## src/rtl/compute_distances.sv

```systemverilog
// Distance writer: loads K centroids from the IO BRAM, then streams dist(point, centroid) into the DC BRAM.
// Optional macro DIST_MANHATTAN_EN selects |dx|+|dy| instead of saturated dx^2+dy^2.
module compute_distances #(
  parameter int ADDR_W       = 10,
  parameter int MAX_CLUSTERS = 8,
  parameter int CENT_BASE    = 0,
  parameter int POINT_BASE   = 16
) (
  input  logic              clk_i,
  input  logic              reset_i,
  input  logic              start_i,
  output logic              ready_o,
  output logic              done_o,
  output logic              err_o,
  input  logic [31:0]       num_clusters_i,
  input  logic [31:0]       num_vals_i,
  output logic [ADDR_W-1:0] io_addr_o,
  input  logic [31:0]       io_din_i,
  output logic [ADDR_W-1:0] dc_addr_o,
  output logic [31:0]       dc_dout_o,
  output logic              dc_we_o
);

  localparam int CW = $clog2(MAX_CLUSTERS + 1);
  localparam int IW = (MAX_CLUSTERS > 1) ? $clog2(MAX_CLUSTERS) : 1;

  typedef enum logic [2:0] {
    ST_IDLE,
    ST_LOAD_CENT,
    ST_FETCH,
    ST_CAPTURE,
    ST_WRITE,
    ST_DONE
  } state_t;

  state_t r_state, w_next;

  logic [CW-1:0]     r_kk;
  logic [CW-1:0]     r_k;
  logic [CW-1:0]     r_c;
  logic [31:0]       r_n;
  logic [31:0]       r_p;
  logic [ADDR_W-1:0] r_wa;
  logic [31:0]       r_point;
  logic              r_err;
  logic [31:0]       r_cent [MAX_CLUSTERS];

  logic        w_bad;
  logic        w_last_c;
  logic        w_last_p;
  logic [31:0] w_cent;
  logic [15:0] w_dx;
  logic [15:0] w_dy;
  logic [31:0] w_dist;

  assign w_bad    = (num_clusters_i == 32'd0) || (num_clusters_i > 32'(MAX_CLUSTERS));
  assign w_last_c = (r_c == r_kk - CW'(1));
  assign w_last_p = (r_p == r_n - 32'd1);

  assign w_cent = r_cent[r_c[IW-1:0]];
  assign w_dx   = (r_point[15:0]  >= w_cent[15:0])  ? r_point[15:0]  - w_cent[15:0]
                                                    : w_cent[15:0]   - r_point[15:0];
  assign w_dy   = (r_point[31:16] >= w_cent[31:16]) ? r_point[31:16] - w_cent[31:16]
                                                    : w_cent[31:16]  - r_point[31:16];

`ifdef DIST_MANHATTAN_EN
  assign w_dist = {15'd0, {1'b0, w_dx} + {1'b0, w_dy}};
`else
  logic [31:0] w_sqx;
  logic [31:0] w_sqy;
  logic [32:0] w_sum;
  assign w_sqx  = 32'(w_dx) * 32'(w_dx);
  assign w_sqy  = 32'(w_dy) * 32'(w_dy);
  assign w_sum  = 33'(w_sqx) + 33'(w_sqy);
  assign w_dist = w_sum[32] ? '1 : w_sum[31:0];
`endif

  always_ff @(posedge clk_i) begin
    if (reset_i) r_state <= ST_IDLE;
    else         r_state <= w_next;
  end

  // Outputs are also gated by reset_i so an aborted pass stops writing in the very first reset cycle.
  always_comb begin
    w_next    = r_state;
    ready_o   = 1'b0;
    done_o    = 1'b0;
    dc_we_o   = 1'b0;
    dc_addr_o = '0;
    dc_dout_o = '0;
    io_addr_o = '0;
    case (r_state)
      ST_IDLE: begin
        ready_o = 1'b1;
        if (start_i) w_next = w_bad ? ST_DONE : ST_LOAD_CENT;
      end
      ST_LOAD_CENT: begin
        if (r_k < r_kk) io_addr_o = ADDR_W'(CENT_BASE) + ADDR_W'(r_k);
        else            w_next    = (r_n == 32'd0) ? ST_DONE : ST_FETCH;
      end
      ST_FETCH: begin
        io_addr_o = ADDR_W'(POINT_BASE) + ADDR_W'(r_p);
        w_next    = ST_CAPTURE;
      end
      ST_CAPTURE: w_next = ST_WRITE;
      ST_WRITE: begin
        dc_we_o   = 1'b1;
        dc_addr_o = r_wa;
        dc_dout_o = w_dist;
        if (w_last_c) w_next = w_last_p ? ST_DONE : ST_FETCH;
      end
      ST_DONE: begin
        done_o = 1'b1;
        w_next = ST_IDLE;
      end
      default: w_next = ST_IDLE;
    endcase
    if (reset_i) begin
      ready_o   = 1'b1;
      done_o    = 1'b0;
      dc_we_o   = 1'b0;
      dc_addr_o = '0;
      dc_dout_o = '0;
      io_addr_o = '0;
    end
  end

  assign err_o = r_err & ~reset_i;

  always_ff @(posedge clk_i) begin
    if (reset_i) begin
      r_kk    <= '0;
      r_k     <= '0;
      r_c     <= '0;
      r_n     <= '0;
      r_p     <= '0;
      r_wa    <= '0;
      r_point <= '0;
      r_err   <= 1'b0;
      for (int unsigned i = 0; i < MAX_CLUSTERS; i++) r_cent[i] <= '0;
    end else begin
      case (r_state)
        ST_IDLE: begin
          if (start_i) begin
            r_err <= w_bad;
            r_kk  <= w_bad ? '0 : CW'(num_clusters_i);
            r_n   <= num_vals_i;
            r_k   <= '0;
            r_c   <= '0;
            r_p   <= '0;
            r_wa  <= '0;
          end
        end
        ST_LOAD_CENT: begin
          r_k <= r_k + CW'(1);
          // Read data lags the address by one cycle, so cycle k captures word k-1.
          if (r_k != '0) r_cent[IW'(r_k - CW'(1))] <= io_din_i;
        end
        ST_CAPTURE: begin
          r_point <= io_din_i;
          r_c     <= '0;
        end
        ST_WRITE: begin
          r_c  <= r_c + CW'(1);
          r_wa <= r_wa + ADDR_W'(1);
          if (w_last_c) r_p <= r_p + 32'd1;
        end
        default: ;
      endcase
    end
  end

endmodule

```

## config.mk

```make
export PLATFORM = sky130hd
export DESIGN_NAME = compute_distances
export DESIGN_NICKNAME = d
export VERILOG_FILES = /design/src/rtl/compute_distances.sv
export SDC_FILE = /design/constraint.sdc
export NUM_CORES = 2
export LEC_CHECK = 0
export ABC_CLOCK_PERIOD_IN_PS = 14400
export CORE_MARGIN = 2
export CORE_UTILIZATION = 57
export CTS_CLUSTER_DIAMETER = 150
export DETAILED_ROUTE_END_ITERATION = 12
export PLACE_DENSITY = 0.79
export SYNTH_ARGS = -nofsm -noshare
export SYNTH_HDL_FRONTEND = slang
export SYNTH_SLANG_ARGS = --single-unit
export TNS_END_PERCENT = 100
```

## constraint.sdc

```tcl
create_clock -name clk_i -period 14.4 [get_ports clk_i]
set_clock_uncertainty 0.1 [all_clocks]
set_input_delay 2.88 -clock clk_i [delete_from_list [all_inputs] [get_ports clk_i]]
set_output_delay 2.88 -clock clk_i [all_outputs]
set_load 0.01 [all_outputs]
```

==> flow_summary.ini <==
[worst_setup_path]
reg2reg_from = r_state[1]
crit_top_cell = fa_1
cp_max_fo = 7
worstReg2RegEnd = r_p[28]
critPathKind = reg2out
critPathMaxStageDelay_ns = 0.55
end_kind = output pin
cp.arrival_ns = 11.26
worstPathRequired_ns = 11.42
start_kind = flip-flop
r2r_cells = 9
cpMaxStageDelayCell = fa_1
reg2reg_slack_ns = 10.67

[synth]
synth-edff-count = 256
synth_cells = 3694
synthTopCellsByArea = fa_1 (21%), edfxtp_1 (21%), ha_1 (9.4%)
synth_ff_type = edfxtp_1
seq_area_frac_synth = 0.282
yosys_register_bits = 381
synth_fp_nets = 4450
synth.largest_area_cell = fa_1
yosysTopAreaCellShare = 0.214
synthArstFlopShare = 0
synth_cell_types = 76
avgSynthCellArea_um2 = 9.78
syn_area_mm2 = 0.0361
synth_warnings = 0

[timing]
period_share = 0.989
tns_ns = 0
period_minus_slack_ns = 14.24
final_hold_viol_count = 0
tightest_slew_ns = 1.18
rsz0062_at_grt = true
slew_headroom = 0.209
drv_slew = 0
timing.fmax_mhz = 70.2
finalSetupViolations = 0
setup_ws_ns = 0.159

[global_routing]
grt_max_degree = 54
grt_pass1_vias = 28100
grtUsageMet3 = 0.0377
overflow = 0
grt_first_pass_wirelength_um = 150000
antenna_found_initial = 0
track_usage = 0.290
grt.busiest_layer = met2
use_met1 = 0.378
met2_usage = 0.491

[place]
dp_hpwl_um = 70900
dp_cells = 4680
port_buffers = 154
dpl_worst_slack_ns = -0.227
gp_congestion = 0.989

[outcome]
status = finished, final reports clean

[floorplanning]
fp.dieArea_mm2 = 0.0654
rows = 92
initial_core_util = 0.575
ios = 155
coreArea_mm2 = 0.0629
die_h_um = 256
die_w_um = 256

[worst_hold_path]
hold_end = r_point[15]
hold_path.class = reg2reg
hold_path_depth = 2
min-delay-start = r_point[15]

[layout]
area_growth_pct = 17.2
finalNonFillerCells = 4829
drive_above_1_share = 0.156
layout.nets = 4710

[routing]
wl_per_cell_um = 20.3
vias = 27900
ant_nets = 0
drc = 0
wirelength_um = 98000
dr.pass1.iters = 5
drtIter0Drc = 2476
vias_per_cell = 5.77

[clock_tree]
max-clock-path-buffers = 3
h-tree-depth = 2
cts_buffers = 37
hold_buffers = 0
cts_root_buffer = clkbuf_16
cts_sinks = 381
clk_latency_ns = 0.55
path_clk_slew_ns = 0.07
cts_tree = done

[job]
drv_cap = 0
## per-stage QoR
step                      utilization  area (um2)  hold WS [ns]
final                           0.673       42300         0.373
after detailed placement        0.626       39400         0.358
after global placement          0.626       39400         0.353
after global routing            0.673       42300         0.398
after floorplan                     -       36100         0.341
after CTS                       0.653       41100         0.369
## cells in the mapped netlist (all sizes together) (36+ instances only)
master,count
dfxtp,125
mux4,64
nand2b,44
nand2,302
nand3,54
a21oi,194
inv,639
o21ai,66
xnor2,88
xor2,63
a21o,36
nor2,281
edfxtp,256
fa,387
and2,273
nor3,36
ha,270
mux2i,52
clkbuf,131
## timing repair
| item | CTS | global route |
|---|---|---|
| endpoints found under the setup margin | 32 | 32 |
| setup buffers | 25 | 46 |
| cloned | 1 | 9 |
| resized for setup | 97 | 271 |
| pin swaps | 13 | 54 |
## logic make-up (layout without fill, tap and decap cells)
group,after synthesis,count (layout),share of synthesized area
simple gates,1157,1157,0.159
flops,381,381,0.282
xor+xnor,152,152,0.0374
compound gates,425,425,0.0725
mux,127,127,0.0577
buf+inv,795,1083,0.0831
fa+ha+maj,657,657,0.308
other cells,0,1,0
## worst max path at each step
stage / startpoint / endpoint / slack, ns
2_1_floorplan: flip-flop / dc_dout_o[0] / 0.22
3_3_place_gp: flip-flop / dc_dout_o[31] / 0.02
3_5_place_dp: flip-flop / dc_dout_o[26] / -0.23
4_1_cts: flip-flop / dc_dout_o[31] / 0.02
5_1_grt: flip-flop / dc_dout_o[31] / -0.19
6_report: flip-flop / dc_dout_o[31] / 0.16
## final cells by class
cell class                 instances  area (um2)
antenna                            1        2.50
clock buffer                      52        1010
clock inverter                    15         218
fill                            4648       20500
inverter                         641        2410
multi-input combinational       2518       24000
sequential                       381       10200
tap                              846        1060
timing repair buffer             375        3410
## state kept, by name, summed over array words and instances (netlist names), named ones only
signal   count
r_n         32
r_c          4
r_k          4
r_kk         4
r_p         32
r_wa        10
r_state      3
r_point     32
r_err        1
r_cent     256
## per-layer routing
| layer | routed length (um) | share of wire |
|---|---|---|
| met1 | 37800 | 0.39 |
| met2 | 48400 | 0.49 |
| met3 | 7550 | 0.077 |
| met4 | 4240 | 0.043 |
| met5 | 0 | 0 |
## critical path: cells and delay by family (launching register included)
kind                       cells  cell delay [ns]
and+or+nand+nor                7             1.12
xor gates and xnor gates       2             0.29
muxes                          3             1.12
AOI/OAI and AO/OA              8             1.64
adders and majority gates     10             4.63
buffers and inverters         12             1.42
DFF                            1             0.48
## cell usage in the layout, fill, tap and decap left out, drive strengths merged, types with 121 or more instances in the layout
cell type	netlist	final
a21oi	194	194
and2	273	273
buf	23	238
clkdlybuf4s50	0	121
dfxtp	125	125
edfxtp	256	256
fa	387	387
ha	270	270
inv	639	643
nand2	302	302
nor2	281	281
Power is not shown: default switching activity piles up to over one toggle a cycle in this logic, so the estimate is an artifact.
